File: src/rtl/dadda_mult4.sv
/*------------------------------------------------------------------------
 * dadda_mult4 : registered 4x4 unsigned multiplier (Dadda tree + ripple CPA)
 * Rev 1.0
 *----------------------------------------------------------------------*/
`default_nettype none

module dadda_mult4_ha (
   input  logic x_i,
   input  logic y_i,
   output logic s_o,
   output logic c_o
);
   assign s_o = x_i ^ y_i;
   assign c_o = x_i & y_i;
endmodule

module dadda_mult4_fa (
   input  logic x_i,
   input  logic y_i,
   input  logic z_i,
   output logic s_o,
   output logic c_o
);
   assign s_o = x_i ^ y_i ^ z_i;
   assign c_o = (x_i & y_i) | (z_i & (x_i ^ y_i));
endmodule

module dadda_mult4 (
   input  logic       clk,
   input  logic       rst_n,
   input  logic       in_valid,
   input  logic [3:0] a,
   input  logic [3:0] b,
   output logic [7:0] op,
   output logic       out_valid
);
   logic [3:0] a_q, b_q;
   logic       v_q;
   logic [7:0] op_q, op_d;
   logic       out_valid_q;
   logic [3:0] pp [4];
   logic [7:0] w_sum;

   genvar gi;
   generate
      for (gi = 0; gi < 4; gi++) begin : g_pp
         assign pp[gi] = {4{a_q[gi]}} & b_q;   // pp[i][j], weight i+j
      end
   endgenerate

   // Stage 1: heights 1,2,3,4,3,2,1 -> max 3
   logic s1_3, c1_4, s2_4, c2_5;
   dadda_mult4_ha u_ha1 (.x_i(pp[3][0]), .y_i(pp[2][1]), .s_o(s1_3), .c_o(c1_4));
   dadda_mult4_ha u_ha2 (.x_i(pp[3][1]), .y_i(pp[2][2]), .s_o(s2_4), .c_o(c2_5));

   // Stage 2: heights -> max 2
   logic s3_2, c3_3, s4_3, c4_4, s5_4, c5_5, s6_5, c6_6;
   dadda_mult4_ha u_ha3 (.x_i(pp[2][0]), .y_i(pp[1][1]), .s_o(s3_2), .c_o(c3_3));
   dadda_mult4_fa u_fa4 (.x_i(s1_3), .y_i(pp[1][2]), .z_i(pp[0][3]), .s_o(s4_3), .c_o(c4_4));
   dadda_mult4_fa u_fa5 (.x_i(s2_4), .y_i(pp[1][3]), .z_i(c1_4),     .s_o(s5_4), .c_o(c5_5));
   dadda_mult4_fa u_fa6 (.x_i(pp[3][2]), .y_i(pp[2][3]), .z_i(c2_5), .s_o(s6_5), .c_o(c6_6));

   // Final ripple-carry adder over the two remaining rows
   logic [6:1] k;
   assign w_sum[0] = pp[0][0];
   dadda_mult4_ha u_cpa1 (.x_i(pp[1][0]), .y_i(pp[0][1]), .s_o(w_sum[1]), .c_o(k[1]));
   dadda_mult4_fa u_cpa2 (.x_i(s3_2), .y_i(pp[0][2]), .z_i(k[1]), .s_o(w_sum[2]), .c_o(k[2]));
   dadda_mult4_fa u_cpa3 (.x_i(s4_3), .y_i(c3_3),     .z_i(k[2]), .s_o(w_sum[3]), .c_o(k[3]));
   dadda_mult4_fa u_cpa4 (.x_i(s5_4), .y_i(c4_4),     .z_i(k[3]), .s_o(w_sum[4]), .c_o(k[4]));
   dadda_mult4_fa u_cpa5 (.x_i(s6_5), .y_i(c5_5),     .z_i(k[4]), .s_o(w_sum[5]), .c_o(k[5]));
   dadda_mult4_fa u_cpa6 (.x_i(pp[3][3]), .y_i(c6_6), .z_i(k[5]), .s_o(w_sum[6]), .c_o(k[6]));
   assign w_sum[7] = k[6];

   always_comb begin
      op_d = op_q;
      if (v_q) op_d = w_sum;
   end

   always_ff @(posedge clk or negedge rst_n) begin
      if (!rst_n) begin
         a_q         <= 4'h0;
         b_q         <= 4'h0;
         v_q         <= 1'b0;
         op_q        <= 8'h00;
         out_valid_q <= 1'b0;
      end else begin
         if (in_valid) begin
            a_q <= a;
            b_q <= b;
         end
         v_q         <= in_valid;
         op_q        <= op_d;
         out_valid_q <= v_q;
      end
   end

   assign op        = op_q;
   assign out_valid = out_valid_q;
endmodule

`default_nettype wire

File: config.mk
export PLATFORM = sky130hd
export DESIGN_NAME = dadda_mult4
export DESIGN_NICKNAME = d
export VERILOG_FILES = /design/src/rtl/dadda_mult4.sv
export SDC_FILE = /design/constraint.sdc
export NUM_CORES = 1
export LEC_CHECK = 0
export BUFFER_PORTS_ARGS = -buffer_cell sky130_fd_sc_hd__buf_2
export CAP_MARGIN = 5
export CORE_MARGIN = 2
export CORE_UTILIZATION = 55
export CTS_BUF_LIST = sky130_fd_sc_hd__clkbuf_4 sky130_fd_sc_hd__clkbuf_8 sky130_fd_sc_hd__clkbuf_16
export DETAILED_ROUTE_END_ITERATION = 16
export PLACE_DENSITY = 0.92
export SYNTH_ARGS = -nofsm -noshare
export SYNTH_HDL_FRONTEND = slang
export SYNTH_HIERARCHICAL = 1
export SYNTH_SLANG_ARGS = --single-unit
File: constraint.sdc
create_clock -name clk -period 5.1 [get_ports clk]
set_input_delay 0.51 -clock clk [delete_from_list [all_inputs] [get_ports clk]]
set_output_delay 0.51 -clock clk [all_outputs]
set_load 0.01 [all_outputs]
==> flow_metrics.py, run 1 <==
metrics = {
    "run_status": {
        "run_status": "completed",
    },
    "layout": {
        "layout-drive-gt1-share_pct": 43.5,
        "layout.filler_cells": 140,
        "area_used_by_sequential_logic_in_the_layout_sq_um": 450,
        "num-nets-final": 110,
        "utilization_pct": 66.2,
        "areaGrowthSynthToFinish_pct": 12.4,
        "antennaDiodeCount": 0,
        "multiInputGateArea_sq_um": 539,
    },
    "global_route": {
        "grt_usage_pct": 17.6,
        "antenna_found_initial": 0,
        "vias_in_the_first_global_route": 553,
        "first_pass_grt_wire_length_um": 2500,
        "maximum_number_of_pins_on_one_net_before_global_route_repair": 19,
        "overflow": 0,
    },
    "yosys": {
        "synth_fp_nets": 88,
        "yosysTopAreaCell": "sky130_fd_sc_hd__dfrtp_1",
        "yosys.area.top_type_share_pct": 44.3,
        "synthesis.area_sq_um": 1020,
        "ys_seq_area_share_pct": 44.3,
        "syn_inst": 65,
        "ys_types": 9,
        "synth_area_per_cell_sq_um": 15.6,
        "number_of_warnings_issued_by_yosys": 6,
        "synth.top_cells.by_area": "sky130_fd_sc_hd__dfrtp_1 (44%), sky130_fd_sc_hd__mux2_4 (22%), sky130_fd_sc_hd__fa_1 (16%), sky130_fd_sc_hd__and2_1 (9.2%), sky130_fd_sc_hd__ha_1 (4.9%)",
        "synth.ff_latch_count": 18,
    },
    "detailed_routing": {
        "drtIter0Drc": 1,
        "drcViolationCount": 0,
        "detail_route.wirelength_um": 1610,
        "route.vias.total": 559,
        "antenna_left": 0,
        "wl_per_cell_um": 14.6,
        "drt-vias-per-instance": 5.08,
        "drtPass1Iterations": 4,
    },
    "clock_network": {
        "tritoncts.num_buffers": 3,
        "htree_num_levels": 1,
        "cts_setup_buffers": 0,
        "clk_transition_reported_paths_ns": 0.10,
        "cts-root-buf": "sky130_fd_sc_hd__clkbuf_4",
        "cts_tree": "built",
        "cts.repair.resized": 0,
        "holdBufCountCts": 0,
        "cts.sink_count": 18,
        "clk_latency_ns": 0.29,
        "clock_tree.buffer_depth": 2,
    },
    "floorplan": {
        "pin_count": 20,
        "die_area_sq_um": 2210,
        "initial_core_util_pct": 58.8,
        "floorplan.die.height_um": 47.0,
        "placeableCoreArea_sq_um": 1730,
        "fp-row-count": 15,
        "dieWidth_um": 47.0,
    },
    "critical_path": {
        "cp_data_arrival_time_ns": 3.68,
        "critPathCaptureType": "register",
        "critPathKind": "register to register",
        "timing.critical_path.required_ns": 5.29,
        "crit_fanout": 5,
        "start_kind": "register",
    },
    "placement": {
        "gp_congestion": 0.829,
        "port_buffers": 19,
        "worst_slack_after_detailed_placement_ns": 1.64,
        "hpwlAfterDp_um": 1280,
    },
    "sta": {
        "final_critical_path_required_period_ns": 3.49,
        "setup_repair_after_global_routing_missed_its_margin": "false",
        "worst_slack_ns": 1.61,
        "final-setup-viol-count": 0,
        "tightestPinTransition_ns": 0.505,
        "fmax_mhz": 286,
        "tns_ns": 0,
        "slew_headroom_pct": 66.4,
        "finClkSkew_ns": 0.00269,
        "slew_violations": 0,
        "timing.final.crit_share_pct": 68.5,
        "hold_viol_final": 0,
    },
    "power_and_ir_drop": {
        "fin_total_pwr_uw": 402,
        "power.leakage_nw": 0.592,
        "power_density_nw_per_um2": 351,
        "ir_drop_v": 0.000231,
    },
    "job": {
        "max_cap_viol_count": 0,
    },
    "worst_hold_path": {
        "class_of_the_worst_hold_path": "primary input to asynchronous set/reset pin",
    },
}
-- worst max-delay path, stage by stage (launching register included) --
cell and delay [ns]:
sky130_fd_sc_hd__dfrtp_1 0.43, sky130_fd_sc_hd__and2_1 0.18, sky130_fd_sc_hd__ha_1 0.31, sky130_fd_sc_hd__fa_1 0.51, sky130_fd_sc_hd__fa_1 0.45, sky130_fd_sc_hd__fa_1 0.39, sky130_fd_sc_hd__fa_1 0.39, sky130_fd_sc_hd__fa_1 0.45
sky130_fd_sc_hd__mux2_4 0.27
-- where the power goes --
group          switching, mW  total [mW]  internal, mW
registers             0.0211       0.193         0.172
logic                 0.0564       0.138        0.0816
clock network         0.0432      0.0707        0.0275
-- synthesized netlist by cell type, drive strengths merged --
| master | number |
|---|---|
| and2 | 15 |
| buf | 2 |
| dfrtp | 18 |
| fa | 8 |
| ha | 4 |
| inv | 1 |
| mux2 | 15 |
| nand3 | 1 |
| o21ai | 1 |
-- per-stage QoR --
stage                     hold slack, ns  std cells  cell area, sq um
after detailed placement           0.459        107              1120
after global placement             0.451        107              1120
after global routing               0.142        110              1140
final                              0.120        110              1140
after CTS                          0.141        110              1140
after floorplan                    0.214         65              1020
-- flip-flops by register name, indices dropped and copies added, names as in the netlist --
signal / cells
op: 8
a_q: 4
b_q: 4
out_valid: 1
v_q: 1
-- kinds of logic (layout without fill, tap and decap cells) --
family          count (synthesis)  after routing  synth area share, %
compound gates                  1              1                0.492
fa+ha+maj                      12             12                 20.7
buf+inv                         3             23                 2.59
flops                          18             18                 44.3
mux                            15             15                 22.2
simple gates                   16             16                 9.73
-- layer usage --
| metal | part of all wire [%] | global-route usage [%] | vias up |
|---|---|---|---|
| met1 | 44 | 21.1 | 279 |
| met3 | 3.4 | 4.62 | 5 |
| li1 | - | - | 258 |
| met2 | 50 | 28.8 | 17 |
| met5 | 0 | 0 | - |
| met4 | 3.0 | 10.0 | 0 |
-- worst paths after layout --
path	start	endpoint	slack [ns]	cells after the start
setup / recovery	b_q[0]	op[6]	1.61	8
hold / removal	rst_n	op[2]	0.12	1
setup reg to reg	b_q[0]	op[6]	1.61	8
hold reg to reg	op[1]	op[1]	0.52	1
max in group asynchronous	rst_n	out_valid	4.70	1
min in group clk	b[1]	b_q[1]	0.44	2
-- area by class of cell --
class                      instances  area share, %
sequential                        18           39.4
clock buffer                       3           1.97
multi-input combinational         44           47.2
tap                               25           2.74
inverter                           1          0.329
timing repair buffer              19           8.32
-- cells in the final DEF, fill, tap and decap left out --
master | netlist | routed
sky130_fd_sc_hd__o21ai_0 | 1 | 1
sky130_fd_sc_hd__dfrtp_1 | 18 | 18
sky130_fd_sc_hd__and2_1 | 15 | 15
sky130_fd_sc_hd__buf_2 | 0 | 19
sky130_fd_sc_hd__ha_1 | 4 | 4
sky130_fd_sc_hd__mux2_4 | 15 | 15
sky130_fd_sc_hd__fa_1 | 8 | 8
sky130_fd_sc_hd__clkbuf_4 | 0 | 3
sky130_fd_sc_hd__nand3_1 | 1 | 1
sky130_fd_sc_hd__inv_1 | 1 | 1
Power figures use the tool's default switching activity.
==> run 2: changes to the inputs <==
--- a/config.mk
+++ b/config.mk
@@ -5,13 +5,14 @@
 export SDC_FILE = /design/constraint.sdc
 export NUM_CORES = 1
 export LEC_CHECK = 0
+export ABC_AREA = 1
 export BUFFER_PORTS_ARGS = -buffer_cell sky130_fd_sc_hd__buf_2
 export CAP_MARGIN = 5
 export CORE_MARGIN = 2
-export CORE_UTILIZATION = 55
+export CORE_UTILIZATION = 48
 export CTS_BUF_LIST = sky130_fd_sc_hd__clkbuf_4 sky130_fd_sc_hd__clkbuf_8 sky130_fd_sc_hd__clkbuf_16
 export DETAILED_ROUTE_END_ITERATION = 16
-export PLACE_DENSITY = 0.92
+export PLACE_DENSITY = 0.86
 export SYNTH_ARGS = -nofsm -noshare
 export SYNTH_HDL_FRONTEND = slang
 export SYNTH_HIERARCHICAL = 1
==> constraint.sdc (replaced) <==
create_clock -name clk -period 2.8 [get_ports clk]
set_input_delay 0.28 -clock clk [delete_from_list [all_inputs] [get_ports clk]]
set_output_delay 0.28 -clock clk [all_outputs]
set_load 0.01 [all_outputs]
==> run 2 against run 1 <==
The flow now finishes with violations (negative setup slack). Synthesized area fell by 0.86%. Utilization fell by 3.5 points. Global-route usage up 0.36 points. Sequential share of layout area is 2.8 points lower. Maximum frequency increased by 15%. Flip-flop and latch count unchanged. Critical path depth rose by 2. Clock-buffer cell count rose by 1. Setup slack lost 1.8 ns. Via count up 37%. Clock power up 130%. Critical path type unchanged. Critical endpoint unchanged. Highest routed layer unchanged.
==> flow_metrics.py, run 2 <==
metrics = {
    "run_status": {
        "run_status": "complete, but fails checks",
        "violations": "negative setup slack",
    },
    "global_route": {
        "first_pass_grt_wire_length_um": 3260,
        "vias_in_the_first_global_route": 785,
        "grt_usage_pct": 18.0,
        "overflow": 0,
        "antenna_found_initial": 0,
        "maximum_number_of_pins_on_one_net_before_global_route_repair": 19,
    },
    "yosys": {
        "synth-edff-count": 0,
        "synth.ff_latch_count": 18,
        "synthesis.area_sq_um": 1010,
        "synth_fp_nets": 135,
        "yosysTopAreaCell": "sky130_fd_sc_hd__dfrtp_1",
        "yosys.area_share.adder_pct": 20.9,
        "synth_xor_xnor_area_share_pct": 0,
        "syn_inst": 112,
        "yosys.cell_count.top_type": "sky130_fd_sc_hd__nand2_1",
        "postSynth.topFlopCell": "sky130_fd_sc_hd__dfrtp_1",
        "yosys-mux-area-fraction_pct": 0,
        "yosys.area.top_type_share_pct": 44.7,
        "ys_seq_area_share_pct": 44.7,
        "synth_area_per_cell_sq_um": 8.99,
        "ys_types": 9,
        "number_of_warnings_issued_by_yosys": 6,
        "synth_compound_gate_area_share_pct": 0,
        "synth-simple-area-share_pct": 24.3,
        "netlist_top_cells_count": "sky130_fd_sc_hd__nand2_1 (61), sky130_fd_sc_hd__dfrtp_1 (18), sky130_fd_sc_hd__inv_1 (15), sky130_fd_sc_hd__fa_1 (8), sky130_fd_sc_hd__ha_1 (4)",
        "async_flop_share_pct": 100,
        "dominant_combinational_cell_family_by_area_after_synthesis": "simple AND/OR/NAND/NOR gates",
        "synth.top_cells.by_area": "sky130_fd_sc_hd__dfrtp_1 (45%), sky130_fd_sc_hd__nand2_1 (23%), sky130_fd_sc_hd__fa_1 (16%), sky130_fd_sc_hd__inv_1 (5.6%), sky130_fd_sc_hd__ha_1 (5.0%)",
    },
    "layout": {
        "num-nets-final": 166,
        "final_std_cell_area_no_fill_sq_um": 1230,
        "largest_register_ffs": 8,
        "layout-drive-gt1-share_pct": 27.5,
        "layout.cells.most_common_list": "sky130_fd_sc_hd__nand2_1 (61), sky130_fd_sc_hd__buf_2 (19), sky130_fd_sc_hd__dfrtp_1 (18)",
        "instances_no_fill": 169,
        "mostFrequentLayoutCell": "sky130_fd_sc_hd__nand2_1",
        "areaGrowthSynthToFinish_pct": 22.1,
        "antennaDiodeCount": 0,
    },
    "sta": {
        "slew_headroom_pct": 71.1,
        "final_critical_path_required_period_ns": 3.03,
        "slew_violations": 0,
        "hold_viol_final": 0,
        "fin_worst_hold_slack_ns": 0.170,
        "timing.final.crit_share_pct": 108,
        "final-setup-viol-count": 2,
        "fmax_mhz": 330,
        "setup_repair_after_global_routing_missed_its_margin": "true",
        "finClkSkew_ns": 0.00622,
        "tightestPinTransition_ns": 0.434,
        "worst_slack_ns": -0.229,
    },
    "clock_network": {
        "clk_transition_reported_paths_ns": 0.11,
        "clk_latency_ns": 0.30,
        "tritoncts.num_buffers": 3,
        "cts_tree": "built",
        "cts.repair.resized": 0,
        "clock_tree.buffer_depth": 2,
        "htree_num_levels": 1,
        "cts-root-buf": "sky130_fd_sc_hd__clkbuf_4",
        "cts.sink_count": 18,
    },
    "floorplan": {
        "fp-row-count": 16,
        "pin_count": 20,
        "placeableCoreArea_sq_um": 1960,
        "dieWidth_um": 49.8,
        "floorplan.die.height_um": 49.8,
        "die_area_sq_um": 2480,
        "initial_core_util_pct": 51.3,
    },
    "critical_path": {
        "critPathKind": "register to register",
        "timing.critical_path.required_ns": 3.04,
        "critPathCaptureType": "register",
        "max_stage_delay_ns": 0.49,
        "start_kind": "register",
        "crit_chain": "nand2_1 -> inv_1 -> ha_1 -> fa_1 -> fa_2 -> fa_2 -> fa_2 -> fa_1 -> nand2_1 -> nand2_1",
        "crit_fanout": 4,
        "cp_data_arrival_time_ns": 3.27,
        "timing.critical_path.slowest_stage_cell": "sky130_fd_sc_hd__fa_1",
    },
    "detailed_routing": {
        "drtIter0Drc": 15,
        "drcViolationCount": 0,
        "detail_route.wirelength_um": 1800,
        "route.vias.total": 768,
        "drt-vias-per-instance": 4.54,
        "drtPass1Iterations": 4,
        "wl_per_cell_um": 10.6,
        "antenna_left": 0,
    },
    "job": {
        "max_cap_viol_count": 0,
    },
    "power_and_ir_drop": {
        "fin_total_pwr_uw": 639,
        "power.leakage_nw": 0.792,
        "ir_drop_v": 0.000359,
        "power_density_nw_per_um2": 519,
    },
    "placement": {
        "port_buffers": 19,
        "worst_slack_after_detailed_placement_ns": -0.248,
        "placed_cells": 163,
        "gp_congestion": 0.766,
        "hpwlAfterDp_um": 1460,
        "placed_cell_area_sq_um": 1180,
    },
    "worst_hold_path": {
        "class_of_the_worst_hold_path": "primary input to register",
    },
}
==> run 2: cell types whose count changed after synthesis, sizes merged <==
cell	before	now
and2	15	0
inv	1	17
mux2	15	0
nand2	0	62
o21ai	1	0
==> run 2: worst paths after layout <==
kind	cells after the start	startpoint	end	slack, ns
setup / recovery	10	b_q[0]	op[6]	-0.23
hold / removal	3	a[2]	a_q[2]	0.17
setup reg to reg	10	b_q[0]	op[6]	-0.23
hold reg to reg	2	op[4]	op[4]	0.48
max in group asynchronous	2	rst_n	op[6]	2.09
min in group asynchronous	2	rst_n	op[3]	0.42
==> run 2: cell families (layout without fill, tap and decap cells) <==
kind of cell	after synthesis	count (layout)
fa+ha+maj	12	12
simple gates	63	63
flops	18	18
buf+inv	19	49
==> run 2: what timing repair did <==
item / in CTS / in global routing
hold buffers: 1 / 0
endpoints found under the hold margin: 18 / 0
pin swaps: 0 / 1
buffers inserted: 1 / 0
gates cloned: 0 / 0
endpoints found under the setup margin: 2 / 3
==> run 2: power breakdown <==
| part | leakage, nW | switching (mW) | total, mW | internal [mW] |
|---|---|---|---|---|
| logic | 0.546 | 0.0867 | 0.161 | 0.0739 |
| registers | 0.225 | 0.0227 | 0.315 | 0.293 |
| clock network | 0.0210 | 0.0834 | 0.163 | 0.0794 |
==> run 2: area by class of cell <==
class | instances | area (sq um)
Fill cell | 192 | 732
Multi-Input combinational cell | 75 | 465
Sequential cell | 18 | 450
Timing Repair Buffer | 28 | 165
Inverter | 17 | 78.8
Clock buffer | 4 | 36.3
Tap cell | 27 | 33.8
==> run 2: per-stage QoR <==
stage                     util [%]  TNS (ns)
after floorplan                  -    -0.139
after detailed placement      59.9    -0.457
after global routing          62.7    -0.703
final                         62.7    -0.416
after CTS                     62.7    -0.418
after global placement        59.9    -0.239
==> run 2: layer usage <==
layer | track usage (%) | share of wire [%]
met1 | 20.8 | 40
met2 | 31.8 | 54
met3 | 3.64 | 4.6
met4 | 8.33 | 1.3
met5 | 0 | 0
==> run 2: critical path: cells and delay by family, from the launching register on <==
family,cells,cell delay [ns]
adder cells (fa/ha/maj),6,2.30
buffers and inverters,1,0.05
AND/OR/NAND/NOR,3,0.20
flip-flops,1,0.43
==> run 3: changes to the inputs <==
--- a/config.mk
+++ b/config.mk
@@ -10,9 +10,8 @@
 export CAP_MARGIN = 5
 export CORE_MARGIN = 2
 export CORE_UTILIZATION = 48
-export CTS_BUF_LIST = sky130_fd_sc_hd__clkbuf_4 sky130_fd_sc_hd__clkbuf_8 sky130_fd_sc_hd__clkbuf_16
 export DETAILED_ROUTE_END_ITERATION = 16
-export PLACE_DENSITY = 0.86
+export PLACE_DENSITY = 0.83
 export SYNTH_ARGS = -nofsm -noshare
 export SYNTH_HDL_FRONTEND = slang
 export SYNTH_HIERARCHICAL = 1
==> run 3 against run 2 <==
The run still ends with negative setup slack left. Clock skew fell by 0.0052 ns. Power rose by 0.24%. Maximum frequency rose by 0.36%. Non-clock buffer count did not move. Combinational power rose by 2%. Critical path type unchanged. Largest power group unchanged.
==> flow_metrics.py, run 3 (same netlist as run 2, synthesis figures left out) <==
metrics = {
    "job": {
        "max_cap_viol_count": 0,
    },
    "global_route": {
        "antenna_found_initial": 0,
        "vias_in_the_first_global_route": 754,
        "first_pass_grt_wire_length_um": 3160,
        "grt_usage_pct": 17.0,
        "maximum_number_of_pins_on_one_net_before_global_route_repair": 19,
        "overflow": 0,
    },
    "sta": {
        "worst_slack_ns": -0.218,
        "timing.final.crit_share_pct": 108,
        "fmax_mhz": 331,
        "final_critical_path_required_period_ns": 3.02,
        "final-setup-viol-count": 2,
        "hold_viol_final": 0,
        "setup_repair_after_global_routing_missed_its_margin": "true",
        "slew_headroom_pct": 69.3,
        "finClkSkew_ns": 0.00107,
        "tightestPinTransition_ns": 0.460,
        "slew_violations": 0,
    },
    "clock_network": {
        "tritoncts.num_buffers": 3,
        "clock_tree.buffer_depth": 2,
        "cts-root-buf": "sky130_fd_sc_hd__clkbuf_4",
        "clk_latency_ns": 0.29,
        "cts_tree": "built",
        "clk_transition_reported_paths_ns": 0.10,
        "cts.sink_count": 18,
        "htree_num_levels": 1,
    },
    "power_and_ir_drop": {
        "share_seq_of_total_power_pct": 49.4,
        "power.net_switching_uw": 192,
        "power_density_nw_per_um2": 508,
        "power.share.switching_pct": 30.0,
        "fin_total_pwr_uw": 640,
        "cell_internal_pwr_uw": 448,
        "comb_power_share_pct": 25.7,
        "power.leakage_nw": 0.782,
        "clock_power_share_pct": 25.0,
        "ir_drop_v": 0.000358,
    },
    "layout": {
        "layout.cells.most_common_list": "sky130_fd_sc_hd__nand2_1 (60), sky130_fd_sc_hd__buf_2 (19), sky130_fd_sc_hd__dfrtp_1 (18)",
        "layout-drive-gt1-share_pct": 31.7,
        "num-nets-final": 166,
        "areaGrowthSynthToFinish_pct": 25.1,
        "mostFrequentLayoutCell": "sky130_fd_sc_hd__nand2_1",
        "largest_register_ffs": 8,
        "antennaDiodeCount": 0,
    },
    "detailed_routing": {
        "detail_route.wirelength_um": 1750,
        "drcViolationCount": 0,
        "drtPass1Iterations": 3,
        "drtIter0Drc": 8,
        "antenna_left": 0,
        "drt-vias-per-instance": 4.40,
        "wl_per_cell_um": 10.3,
        "route.vias.total": 743,
    },
    "run_status": {
        "violations": "negative setup slack",
        "run_status": "complete, but fails checks",
    },
    "critical_path": {
        "timing.critical_path.slowest_stage_cell": "sky130_fd_sc_hd__fa_2",
        "crit_chain": "nand2_2 -> inv_2 -> ha_4 -> fa_1 -> fa_2 -> fa_2 -> fa_2 -> fa_2 -> nand2_1 -> nand2_1",
        "critPathKind": "register to register",
        "cpLargestDelayFamily": "adder cells",
        "critical_path.n_buffers_inverters": 1,
        "timing.critical_path.required_ns": 3.04,
        "cp_data_arrival_time_ns": 3.26,
        "crit_fanout": 4,
        "max_stage_delay_ns": 0.52,
        "crit_path_frequent_cell": "sky130_fd_sc_hd__fa_2",
        "start_kind": "register",
        "critPathCaptureType": "register",
    },
    "floorplan": {
        "die_area_sq_um": 2480,
        "pin_count": 20,
        "dieWidth_um": 49.8,
        "fp-row-count": 16,
        "placeableCoreArea_sq_um": 1960,
        "initial_core_util_pct": 51.3,
        "floorplan.die.height_um": 49.8,
    },
    "worst_hold_path": {
        "class_of_the_worst_hold_path": "primary input to register",
    },
    "placement": {
        "gp_congestion": 0.761,
        "hpwlAfterDp_um": 1350,
        "port_buffers": 19,
        "worst_slack_after_detailed_placement_ns": -0.217,
    },
}
## run 3: cell count changes in the layout (fill, tap and decap cells not counted)
cell                      delta
sky130_fd_sc_hd__ha_1        -2
sky130_fd_sc_hd__inv_2       +2
sky130_fd_sc_hd__inv_1       -2
sky130_fd_sc_hd__fa_1        -1
sky130_fd_sc_hd__ha_4        +2
sky130_fd_sc_hd__nand2_2     +1
sky130_fd_sc_hd__nand2_1     -1
sky130_fd_sc_hd__fa_2        +1
## run 3: final timing paths
kind                        start  cells after the start  slack, ns      to
setup / recovery           b_q[1]                     10      -0.22   op[6]
hold / removal               b[1]                      3       0.18  b_q[1]
setup reg to reg           b_q[1]                     10      -0.22   op[6]
hold reg to reg             op[6]                      2       0.48   op[6]
max in group asynchronous   rst_n                      2       2.09  b_q[0]
min in group asynchronous   rst_n                      2       0.43   op[4]
## run 3: what timing repair did
action | 4_1_cts | 5_1_grt
setup buffers | 1 | 0
endpoints found under the setup margin | 2 | 2
pin swaps | 3 | 0
endpoints found under the hold margin | 18 | 0
hold buffers | 1 | 0
resized for setup | 4 | 2
gates cloned | 0 | 0
## run 3: per-stage QoR
stage	instances	utilization (%)	area, sq um	setup TNS, ns	hold slack, ns
floorplan	112	-	1020	-0.139	-0.0156
global placement	163	59.9	1180	-0.239	0.217
detailed placement	163	59.9	1180	-0.380	0.225
CTS	169	64.1	1260	-0.298	0.175
global route	169	64.2	1260	-0.488	0.183
finish	169	64.2	1260	-0.313	0.178
## run 3: layout make-up
class | instances | area, sq um
clock buffer | 4 | 36.3
inverter | 17 | 78.8
fill | 177 | 702
sequential | 18 | 450
tap | 27 | 33.8
multi-input combinational | 75 | 495
timing repair buffer | 28 | 165
## run 3: worst min-delay path, cell delays in order
cell and delay [ns]:
sky130_fd_sc_hd__buf_2 0.07, sky130_fd_sc_hd__nand2_1 0.04, sky130_fd_sc_hd__nand2_1 0.05
## run 3: power by group through the flow
stage,sequential (mW),clock [mW],combinational (mW)
6_report,0.316,0.160,0.165
5_1_grt,0.322,0.175,0.189
4_1_cts,0.316,0.163,0.166
3_5_place_dp,0.321,0,0.156
3_3_place_gp,0.319,0,0.151
2_1_floorplan,0.331,0,0.0838
## run 3: metal layers
layer / up-vias / GRT usage, % / part of all wire, %
li1: 385 / - / -
met1: 334 / 20.2 / 43
met2: 20 / 30.4 / 51
met3: 4 / 3.64 / 3.9
met4: 0 / 5.56 / 1.1
met5: - / 0 / 0
